[src/rtl/tt_mask_idx_pkg.sv]
// Shared types for the LSU-side mask/index receiver: item layout, FSM states,
// and the item count an op expects.
package tt_mask_idx_pkg;

  localparam int MASK_CHUNK_BITS = 64;

  typedef struct packed {
    logic                       mask;
    logic [MASK_CHUNK_BITS-1:0] payload;
  } mask_idx_item_t;

  typedef enum logic [1:0] {
    ST_IDLE,
    ST_LOAD,
    ST_EMIT
  } rx_state_e;

  // Indexed ops send one item per element, masked ops one item per 64 elements.
  function automatic int items_for_vl(input int vl, input logic is_indexed);
    return is_indexed ? vl : (vl + MASK_CHUNK_BITS - 1) / MASK_CHUNK_BITS;
  endfunction

endpackage

[src/rtl/tt_mask_idx_rx_if.sv]
// Mask/index credit channel plus the serialised element channel toward the
// LSU address generator. master = transmitter/consumer side, slave = receiver.
interface tt_mask_idx_rx_if #(
  parameter int VLEN = 256
);
  import tt_mask_idx_pkg::*;

  localparam int NUM_W = $clog2(VLEN);

  logic           mask_idx_valid;
  mask_idx_item_t mask_idx_item;
  logic           mask_idx_last_idx;
  logic           mask_idx_credit;

  logic             elem_valid;
  logic             elem_ready;
  logic             elem_active;
  logic [63:0]      elem_index;
  logic [NUM_W-1:0] elem_num;
  logic             elem_last;

  modport master (
    output mask_idx_valid, mask_idx_item, mask_idx_last_idx, elem_ready,
    input  mask_idx_credit, elem_valid, elem_active, elem_index, elem_num, elem_last
  );

  modport slave (
    input  mask_idx_valid, mask_idx_item, mask_idx_last_idx, elem_ready,
    output mask_idx_credit, elem_valid, elem_active, elem_index, elem_num, elem_last
  );

endinterface

[src/rtl/tt_mask_idx_rx_fifo.sv]
// Small synchronous FIFO; a push while full is taken only if a pop happens in
// the same cycle, otherwise the data is dropped.
module tt_mask_idx_fifo #(
  parameter int DEPTH = 2,
  parameter int WIDTH = 65
) (
  input  logic             i_clk,
  input  logic             i_reset_n,
  input  logic             i_push,
  input  logic [WIDTH-1:0] i_push_data,
  input  logic             i_pop,
  output logic [WIDTH-1:0] o_head,
  output logic             o_empty,
  output logic             o_full
);

  localparam int PTR_W = (DEPTH > 1) ? $clog2(DEPTH) : 1;
  localparam int CNT_W = $clog2(DEPTH + 1);

  logic [WIDTH-1:0] mem [DEPTH];
  logic [PTR_W-1:0] wr_ptr_q, rd_ptr_q;
  logic [CNT_W-1:0] count_q;
  logic             do_push, do_pop;

  assign o_empty = (count_q == '0);
  assign o_full  = (count_q == CNT_W'(DEPTH));
  assign do_pop  = i_pop && !o_empty;
  assign do_push = i_push && (!o_full || do_pop);
  assign o_head  = mem[rd_ptr_q];

  always_ff @(posedge i_clk or negedge i_reset_n) begin
    if (!i_reset_n) begin
      wr_ptr_q <= '0;
      rd_ptr_q <= '0;
      count_q  <= '0;
    end else begin
      if (do_push)
        wr_ptr_q <= (wr_ptr_q == PTR_W'(DEPTH - 1)) ? '0 : wr_ptr_q + PTR_W'(1);
      if (do_pop)
        rd_ptr_q <= (rd_ptr_q == PTR_W'(DEPTH - 1)) ? '0 : rd_ptr_q + PTR_W'(1);
      case ({do_push, do_pop})
        2'b10:   count_q <= count_q + CNT_W'(1);
        2'b01:   count_q <= count_q - CNT_W'(1);
        default: count_q <= count_q;
      endcase
    end
  end

  always_ff @(posedge i_clk) begin
    if (do_push) mem[wr_ptr_q] <= i_push_data;
  end

endmodule

[src/rtl/tt_mask_idx_rx.sv]
// LSU-side mask/index receiver: buffers credited items and serialises them into
// one element per handshake. Optional TT_MASK_IDX_RX_ERR_EN adds sticky o_proto_err.
module tt_mask_idx_rx
  import tt_mask_idx_pkg::*;
#(
  parameter int VLEN         = 256,
  parameter int MASK_CREDITS = 2
) (
  input  logic                      i_clk,
  input  logic                      i_reset_n,
  input  logic                      i_memop_start,
  input  logic [$clog2(VLEN+1)-1:0] i_vl,
  input  logic                      i_is_indexed,
  input  logic                      i_is_masked,
  tt_mask_idx_rx_if.slave           bus,
  output logic                      o_done
`ifdef TT_MASK_IDX_RX_ERR_EN
  ,
  output logic                      o_proto_err
`endif
);

  localparam int VL_W    = $clog2(VLEN + 1);
  localparam int NUM_W   = $clog2(VLEN);
  localparam int CHUNK_W = $clog2(MASK_CHUNK_BITS);

  rx_state_e            state_q, state_d;
  logic [VL_W-1:0]      vl_q;
  logic                 indexed_q, masked_q;
  logic [NUM_W-1:0]     elem_cnt_q;
  logic [CHUNK_W-1:0]   chunk_cnt_q;
  logic [63:0]          shift_q;
  logic                 credit_q, done_q, done_d;
  logic                 pop, accept, is_last, load_chunk;
  logic                 elem_valid, elem_active;
  logic [63:0]          elem_index;
  logic                 fifo_empty, fifo_full;
  logic [$bits(mask_idx_item_t)-1:0] head_raw;
  mask_idx_item_t       head;

  tt_mask_idx_fifo #(
    .DEPTH (MASK_CREDITS),
    .WIDTH ($bits(mask_idx_item_t))
  ) u_fifo (
    .i_clk       (i_clk),
    .i_reset_n   (i_reset_n),
    .i_push      (bus.mask_idx_valid),
    .i_push_data (bus.mask_idx_item),
    .i_pop       (pop),
    .o_head      (head_raw),
    .o_empty     (fifo_empty),
    .o_full      (fifo_full)
  );

  assign head       = mask_idx_item_t'(head_raw);
  assign accept     = elem_valid && bus.elem_ready;
  assign is_last    = (VL_W'(elem_cnt_q) == vl_q - VL_W'(1));
  assign load_chunk = (state_q == ST_LOAD) && !indexed_q && !fifo_empty;

  // Indexed ops present the FIFO head directly in LOAD and EMIT; LOAD only
  // means "no element seen yet". Masked ops go through the shift register.
  always_comb begin
    state_d     = state_q;
    elem_valid  = 1'b0;
    elem_active = 1'b0;
    elem_index  = '0;
    pop         = 1'b0;
    done_d      = 1'b0;
    case (state_q)
      ST_IDLE: begin
        if (i_memop_start) begin
          if (i_vl == '0)                     done_d  = 1'b1;
          else if (i_is_indexed || i_is_masked) state_d = ST_LOAD;
          else                                state_d = ST_EMIT;
        end
      end
      ST_LOAD, ST_EMIT: begin
        if (indexed_q) begin
          elem_valid  = !fifo_empty;
          elem_active = head.mask;
          elem_index  = head.payload;
          pop         = accept;
          if (accept && is_last) begin
            state_d = ST_IDLE;
            done_d  = 1'b1;
          end else if (!fifo_empty) begin
            state_d = ST_EMIT;
          end
        end else if (state_q == ST_LOAD) begin
          pop = load_chunk;
          if (load_chunk) state_d = ST_EMIT;
        end else begin
          elem_valid  = 1'b1;
          elem_active = masked_q ? shift_q[0] : 1'b1;
          if (accept) begin
            if (is_last) begin
              state_d = ST_IDLE;
              done_d  = 1'b1;
            end else if (masked_q && chunk_cnt_q == CHUNK_W'(MASK_CHUNK_BITS - 1)) begin
              state_d = ST_LOAD;
            end
          end
        end
      end
      default: state_d = ST_IDLE;
    endcase
  end

  always_ff @(posedge i_clk or negedge i_reset_n) begin
    if (!i_reset_n) begin
      state_q     <= ST_IDLE;
      vl_q        <= '0;
      indexed_q   <= 1'b0;
      masked_q    <= 1'b0;
      elem_cnt_q  <= '0;
      chunk_cnt_q <= '0;
      shift_q     <= '0;
      credit_q    <= 1'b0;
      done_q      <= 1'b0;
    end else begin
      state_q  <= state_d;
      credit_q <= pop;
      done_q   <= done_d;
      if (state_q == ST_IDLE && i_memop_start) begin
        vl_q        <= i_vl;
        indexed_q   <= i_is_indexed;
        masked_q    <= i_is_masked;
        elem_cnt_q  <= '0;
        chunk_cnt_q <= '0;
      end
      if (accept) begin
        elem_cnt_q  <= elem_cnt_q + NUM_W'(1);
        chunk_cnt_q <= chunk_cnt_q + CHUNK_W'(1);
        shift_q     <= shift_q >> 1;
      end
      if (load_chunk) begin
        shift_q     <= head.payload;
        chunk_cnt_q <= '0;
      end
    end
  end

  assign bus.mask_idx_credit = credit_q;
  assign bus.elem_valid      = elem_valid;
  assign bus.elem_active     = elem_valid && elem_active;
  assign bus.elem_index      = elem_valid ? elem_index : '0;
  assign bus.elem_num        = elem_valid ? elem_cnt_q : '0;
  assign bus.elem_last       = elem_valid && is_last;
  assign o_done              = done_q;

`ifdef TT_MASK_IDX_RX_ERR_EN
  logic [VL_W-1:0] push_cnt_q;
  logic            err_q, err_set, last_exp;

  assign last_exp = (int'(push_cnt_q) == items_for_vl(int'(vl_q), indexed_q) - 1);
  assign err_set  = (bus.mask_idx_valid && fifo_full && !pop)
                 || (bus.mask_idx_valid && state_q == ST_IDLE)
                 || (i_memop_start && state_q != ST_IDLE)
                 || (bus.mask_idx_valid && state_q != ST_IDLE
                     && (bus.mask_idx_last_idx != last_exp));

  always_ff @(posedge i_clk or negedge i_reset_n) begin
    if (!i_reset_n) begin
      push_cnt_q <= '0;
      err_q      <= 1'b0;
    end else begin
      if (state_q == ST_IDLE && i_memop_start) push_cnt_q <= '0;
      else if (bus.mask_idx_valid)             push_cnt_q <= push_cnt_q + VL_W'(1);
      if (err_set) err_q <= 1'b1;
    end
  end

  assign o_proto_err = err_q;
`else
  logic unused_sigs;
  assign unused_sigs = fifo_full ^ bus.mask_idx_last_idx;
`endif

endmodule

[src/flat_wrapper.sv]
// flat-port wrapper written by rule: the top's interface ports become plain ports
module tt_mask_idx_rx_flat import tt_mask_idx_pkg::*;
#(
  parameter int VLEN         = 256,
  parameter int MASK_CREDITS = 2
)
  (i_clk, i_reset_n, i_memop_start, i_vl, i_is_indexed, i_is_masked, o_done, bus_mask_idx_valid, bus_mask_idx_item, bus_mask_idx_last_idx, bus_elem_ready, bus_mask_idx_credit, bus_elem_valid, bus_elem_active, bus_elem_index, bus_elem_num, bus_elem_last);
  tt_mask_idx_rx_if #(.VLEN(VLEN)) bus_i ();
  input  logic i_clk;
  input  logic i_reset_n;
  input  logic i_memop_start;
  input  logic [$clog2(VLEN+1)-1:0] i_vl;
  input  logic i_is_indexed;
  input  logic i_is_masked;
  output logic o_done;
  input wire logic [$bits(bus_i.mask_idx_valid)-1:0] bus_mask_idx_valid;
  input wire logic [$bits(bus_i.mask_idx_item)-1:0] bus_mask_idx_item;
  input wire logic [$bits(bus_i.mask_idx_last_idx)-1:0] bus_mask_idx_last_idx;
  input wire logic [$bits(bus_i.elem_ready)-1:0] bus_elem_ready;
  output wire logic [$bits(bus_i.mask_idx_credit)-1:0] bus_mask_idx_credit;
  output wire logic [$bits(bus_i.elem_valid)-1:0] bus_elem_valid;
  output wire logic [$bits(bus_i.elem_active)-1:0] bus_elem_active;
  output wire logic [$bits(bus_i.elem_index)-1:0] bus_elem_index;
  output wire logic [$bits(bus_i.elem_num)-1:0] bus_elem_num;
  output wire logic [$bits(bus_i.elem_last)-1:0] bus_elem_last;
  assign bus_i.mask_idx_valid = bus_mask_idx_valid;
  assign bus_i.mask_idx_item = bus_mask_idx_item;
  assign bus_i.mask_idx_last_idx = bus_mask_idx_last_idx;
  assign bus_i.elem_ready = bus_elem_ready;
  assign bus_mask_idx_credit = bus_i.mask_idx_credit;
  assign bus_elem_valid = bus_i.elem_valid;
  assign bus_elem_active = bus_i.elem_active;
  assign bus_elem_index = bus_i.elem_index;
  assign bus_elem_num = bus_i.elem_num;
  assign bus_elem_last = bus_i.elem_last;
  tt_mask_idx_rx #(.VLEN(VLEN), .MASK_CREDITS(MASK_CREDITS)) u_core (.i_clk(i_clk), .i_reset_n(i_reset_n), .i_memop_start(i_memop_start), .i_vl(i_vl), .i_is_indexed(i_is_indexed), .i_is_masked(i_is_masked), .bus(bus_i), .o_done(o_done));
endmodule
[config.mk]
export PLATFORM = sky130hd
export DESIGN_NAME = tt_mask_idx_rx_flat
export DESIGN_NICKNAME = d
export VERILOG_FILES = /design/src/rtl/tt_mask_idx_pkg.sv /design/src/rtl/tt_mask_idx_rx_if.sv /design/src/rtl/tt_mask_idx_rx_fifo.sv /design/src/rtl/tt_mask_idx_rx.sv /design/src/flat_wrapper.sv
export SDC_FILE = /design/constraint.sdc
export NUM_CORES = 1
export LEC_CHECK = 0
export BUFFER_PORTS_ARGS = -buffer_cell sky130_fd_sc_hd__buf_4
export CAP_MARGIN = 20
export CORE_UTILIZATION = 60
export CTS_CLUSTER_SIZE = 24
export DETAILED_ROUTE_END_ITERATION = 16
export GPL_TIMING_DRIVEN = 1
export PLACE_DENSITY_LB_ADDON = 0.12
export SLEW_MARGIN = 20
export SYNTH_ARGS = -nofsm -noshare
export SYNTH_HDL_FRONTEND = slang
export SYNTH_HIERARCHICAL = 1
export SYNTH_SLANG_ARGS = --single-unit
[constraint.sdc]
create_clock -name i_clk -period 11.7 [get_ports i_clk]
set_input_delay 0.585 -clock i_clk [delete_from_list [all_inputs] [get_ports i_clk]]
set_output_delay 0.585 -clock i_clk [all_outputs]
set_load 0.02 [all_outputs]
---- Word-level counts from Yosys, hierarchy flattened ----
Memories as Yosys holds them, arrays and structs flattened.
Cells that the tools add are included.
Widths: inputs -> output; s select.
storage, ports and cells
  word-level logic and storage cells ...... 103
  memories ................................ 1
  output and inout bits ................... 77
  RAM bits ................................ 130
  input port bits ......................... 82
  register bits after elaboration ......... 97
cells by class
  reductions and logical operators ........ 24
  $add $sub $neg .......................... 7
  eq/ne operators ......................... 13
  multiplexer cells ....................... 46
memories
  memory             depth  bits a word  read ports  clocked after memory_dff  write ports  RTL line                   source
  u_core.u_fifo.mem  2      65           1           0                         1            tt_mask_idx_rx_fifo.sv:20  logic [WIDTH-1:0] mem [DEPTH];
operators with widths
  kind                 count
  $mux 64              5
  $mux 8               3
  $mux 2               11
  $mux 1               21
  $mux 6               3
  $logic_and 1x1->1    10
  $eq 8x9->1           1
  $logic_not 9->1      1
  $sub 9x1->9 const B  1
  $add 8x1->8 const B  1
  $pmux 2 s2           2
  $add 6x1->6 const B  1
  $eq 2x2->1 const B   3
  $eq 6x6->1 const B   1
  $reduce_and 6->1     1
  $reduce_bool 2->1    3
  $ne 5x1->1 const B   1
  $eq 2x1->1 const B   2
  $logic_not 2->1      2
  $ne 2x2->1 const B   2
  $ne 4x1->1 const B   1
  $ne 4x2->1 const B   1
  $ne 4x4->1 const B   1
  $logic_not 1->1      3
  other kinds (7)      9

---- Longest topological paths before layout ----
  depth in word-level cells ............... 12
  depth in mapped cells ................... 11
  mapped depth without buffers ............ 9

---- By module ----
The synthesis kept the hierarchy.
modules (own cells, without submodules)
  module            area each (µm²)  cells an instance  times used
  tt_mask_idx_rx    5,002.3          549                1
  tt_mask_idx_fifo  4,906.0          226                1

---- Least setup slack after synthesis ----
Ideal clock, no wire load.
  path kind ............................... flip-flop to flip-flop
  start ................................... register u_core.state_q[0]
  end ..................................... memory u_core.u_fifo.mem[0][0], enable pin
  arrival time ............................ 4,827 ps
  path slack .............................. 6,384 ps
  clock period less this slack ............ 5,316 ps
  path buffers ............................ 2
  library setup time ...................... 489 ps
  stages on the path, launching flop included .. 12
  required time ........................... 11,211 ps
  cell sequence ........................... dfrtp_1 inv_1 ha_1 and2_1 and2_1 clkbuf_1 clkbuf_1 a21oi_1 nor2b_1 or3b_1 nand2_2 nor2_1
on the way
  longest elaborated chain between the ends .. 12
  elaborated cells between the ends (all ways) .. 17
RTL lines
  what                            RTL line                                                          source
  from (decl)                     tt_mask_idx_rx.sv:27                                              rx_state_e state_q, state_d;
  from (signal assigned)          tt_mask_idx_rx.sv:121                                             state_q <= state_d;
  $eq 2x1->1                      tt_mask_idx_rx.sv:58, tt_mask_idx_rx.sv:69, tt_mask_idx_rx.sv:89
  $mux 1                          tt_mask_idx_rx.sv:89                                              end else if (state_q == ST_LOAD) begin
  $mux 1                          tt_mask_idx_rx.sv:78                                              if (indexed_q) begin
  $mux 1                          tt_mask_idx_rx.sv:69                                              case (state_q)
  $logic_and 1x1->1               tt_mask_idx_rx.sv:56                                              assign accept = elem_valid && bus.elem_ready;
  $mux 1                          tt_mask_idx_rx.sv:78
  $mux 1 *                        tt_mask_idx_rx.sv:69
  net u_core.pop                  tt_mask_idx_rx.sv:34                                              logic pop, accept, is_last, load_chunk;
  $logic_and 1x1->1 *             tt_mask_idx_rx_fifo.sv:27                                         assign do_pop = i_pop && !o_empty;
  $logic_or 1x1->1 *              tt_mask_idx_rx_fifo.sv:28                                         assign do_push = i_push && (!o_full || do_pop);
  $logic_and 1x1->1 *             tt_mask_idx_rx_fifo.sv:28
  $mux 1 *                        tt_mask_idx_rx_fifo.sv:50                                         if (do_push) mem[wr_ptr_q] <= i_push_data;
  $mux 1 (not written as such) *  tt_mask_idx_rx_fifo.sv:50
  to (decl)                       tt_mask_idx_rx_fifo.sv:20
The timed path passes the listed nets; every way through them passes the cells marked *.

---- Worst setup path after layout ----
  start ................................... register u_core.indexed_q
  end ..................................... memory u_core.u_fifo.mem[0][58], enable pin
on the way
  longest elaborated chain between the ends .. 11
  elaborated cells between the ends (all ways) .. 14
RTL lines
  what                             RTL line                   source
  from (decl)                      tt_mask_idx_rx.sv:29       logic indexed_q, masked_q;
  from (signal assigned)           tt_mask_idx_rx.sv:126      indexed_q <= i_is_indexed;
  $logic_not 1->1                  tt_mask_idx_rx.sv:58       assign load_chunk = (state_q == ST_LOAD) && !indexed_q && !fifo_empty;
  $logic_and 1x1->1 (2 in series)  tt_mask_idx_rx.sv:58
  $mux 1                           tt_mask_idx_rx.sv:89
  $mux 1 *                         tt_mask_idx_rx.sv:78
  $mux 1 *                         tt_mask_idx_rx.sv:69
  net u_core.pop                   tt_mask_idx_rx.sv:34
  $logic_and 1x1->1 *              tt_mask_idx_rx_fifo.sv:27
  $logic_or 1x1->1 *               tt_mask_idx_rx_fifo.sv:28
  $logic_and 1x1->1 *              tt_mask_idx_rx_fifo.sv:28
  $mux 1 *                         tt_mask_idx_rx_fifo.sv:50
  $mux 1 (not written as such) *   tt_mask_idx_rx_fifo.sv:50
Marks and branches as above.

==> run summary <==
First-pass GRT wire length -> 33.4 mm
Top Usage Layer GRT -> met2
Vias in the first global route -> 6768
CTS Hold Bufs -> 0
H-tree depth -> 1
VDD IR max -> 0.278 mV
Num CTS Buffers -> 24
Worst-Margin Slew -> 1.01 ns
WS Path Type -> reg2reg
Power Total -> 3.31 mW
Crit Path Max Fanout -> 74
Drt wl/cell -> 18.5 um
Met3 Track Usage GR -> 4.72%
Vias -> 6626
Initial Util -> 61.9%
Die width -> 130 um
DIE AREA -> 17000 um2
Mapped Area -> 9900 um2
R2R cell count -> 8
DRT antenna net count -> 0
Slew HR -> 32.4%
Setup violations, final -> 0
Drt pass-1 iters -> 4
CTS tree -> yes
Status -> finished clean
Initial antenna violation count -> 0
Clk sinks -> 227
Syn nets -> 864
Hold/Removal Path Class -> in2async
Setup TNS -> 0 ns
Area Overhead vs Synth -> 20.7%
Family with the most delay on the worst path -> simple AND/OR/NAND/NOR gates
CTS clk-pin slew, worst paths -> 0.06 ns
Fmax -> 243 MHz
Diode count -> 0
Clock buffer depth -> 3
Clock Skews -> 0.00476 ns
Leakage power -> 5.31 nW
Post-CTS setup buffers -> 0
Layout cell share with drive strength beyond 1 -> 32.4%
CTS root buffer -> clkbuf_16
Gr usage total -> 25.2%
Reg-to-reg endpoint -> u_core/u_fifo/mem[0][58]
DPL Wire Length -> 12.9 mm
DRT iter0 DRCs -> 382
Ys Warns -> 6
Total grt overflow -> 0
DR vias/cell -> 5.77
GR Util met2 -> 44.4%
Final Cycle Share -> 35.1%
Req. time, crit path -> 11.83 ns
Slowest cell on the critical path -> dfrtp_4
Worst r2r src -> u_core/indexed_q
Worst stage delay on the critical path -> 0.89 ns
# port buffers -> 157
Clock period minus worst slack -> 4.11 ns
Critical Path Start Type -> register
Nets -> 1004
FF-to-FF setup slack -> 7.59 ns
Clock latency at the later pin of the worst-skew pair -> 0.50 ns
Core area -> 16000 um2
Crit path capture type -> register
RSZ-0062 raised after global routing -> no
Final hold viol count -> 0
Largest net degree at the start of global routing -> 78
WL final -> 21.2 mm
Critical Path, Cell by Cell -> mux2i_1 > and2_2 > a21oi_1 > nor2b_1 > or3b_1 > nand2_2 > nor2_4 > buf_4
Row count -> 46
Final GP Congestion -> 0.818
Syn_area_per_cell -> 12.8 um2
Met1 GRT Util -> 31.8%
Drt drc -> 0
CP bufs+invs -> 1
Mapped Cells -> 774
IO Pins -> 159
Die Y -> 130 um
Critical Path AT -> 4.24 ns
Max-slew violations -> 0
Power Density -> 277 nW/um2
Post-CTS sizing -> 0
Maxcap violations -> 0
## state kept, by name (all words and copies together), names as in the netlist
register and flops:
u_core/o_done 1, u_core/chunk_cnt_q 6, u_core/bus.mask_idx_credit 1, u_core/state_q 2, u_core/masked_q 1, u_core/shift_q 64
u_core/u_fifo/mem 130, u_core/u_fifo/wr_ptr_q 1, u_core/vl_q 9, u_core/u_fifo/count_q 2, u_core/indexed_q 1, u_core/elem_cnt_q 8
u_core/u_fifo/rd_ptr_q 1
## layout make-up
| type | instances | area [um2] |
|---|---|---|
| clock buffer | 31 | 678 |
| inverter | 8 | 30.0 |
| sequential | 227 | 6340 |
| clock inverter | 13 | 62.6 |
| fill | 1096 | 4040 |
| tap | 216 | 270 |
| timing repair buffer | 163 | 1220 |
| multi-input combinational | 490 | 3360 |
## per-stage QoR
stage               instances  utilization [%]  setup slack, ns  hold WS, ns  instance area [um2]
floorplan                 774                -             6.38        0.289                 9900
global placement         1104             70.1             7.49        0.457                11200
detailed placement       1104             70.1             7.33        0.464                11200
CTS                      1148             74.7             7.20       0.0727                12000
global route             1148             74.7             7.30       0.0879                12000
finish                   1148             74.7             7.59       0.0615                12000
## report_power, final
| part | total [mW] | switching, mW | internal (mW) |
|---|---|---|---|
| registers | 1.28 | 0.164 | 1.12 |
| clock network | 0.705 | 0.298 | 0.407 |
| logic | 1.32 | 0.791 | 0.529 |
| total | 3.31 | 1.25 | 2.06 |
## layer usage
metal / up-vias / routed length (um)
met5: - / 0
met4: 0 / 444
met3: 39 / 1150
met2: 200 / 10800
met1: 3273 / 8770
li1: 3114 / -
## cell usage in the layout (no fill, tap or decap), types with 2 or more instances in the layout
cell       instances
buf_4            163
nand2_1          143
edfxtp_1         130
dfrtp_1           95
mux2_2            76
and3_1            75
a22oi_1           64
clkbuf_16         25
o21ai_0           23
nor2_1            13
clkinv_2           8
inv_1              8
ha_1               8
xnor2_1            6
a21oi_1            6
xor2_1             5
nor3_1             5
nand3_1            5
clkinv_1           4
clkbuf_8           3
clkbuf_1           3
mux2i_1            3
nor2b_1            3
mux2_1             3
or2_2              3
nand4_1            3
nand2b_1           3
nor2_4             3
a31oi_1            3
or4_1              2
or2b_1             2
a221oi_1           2
and2_2             2
## how the worst max path moves through the flow
stage | startpoint | end | slack (ns) | cells after the start
floorplan | u_core/state_q[0] | u_core/u_fifo/mem[0][0] | 6.38 | 11
global placement | u_core/indexed_q | u_core/u_fifo/mem[0][63] | 7.49 | 8
detailed placement | u_core/indexed_q | u_core/u_fifo/mem[0][35] | 7.33 | 8
CTS | u_core/indexed_q | bus_elem_index[3] | 7.20 | 4
global route | u_core/indexed_q | u_core/u_fifo/mem[0][36] | 7.30 | 8
finish | u_core/indexed_q | u_core/u_fifo/mem[0][58] | 7.59 | 8
## worst register-to-register path, stage by stage, from the launching register on
cell and delay (ns):
dfrtp_4 0.89, mux2i_1 0.72, and2_2 0.28, a21oi_1 0.07, nor2b_1 0.39, or3b_1 0.22, nand2_2 0.09, nor2_4 0.35
buf_4 0.71
Power figures use the tool's default switching activity.
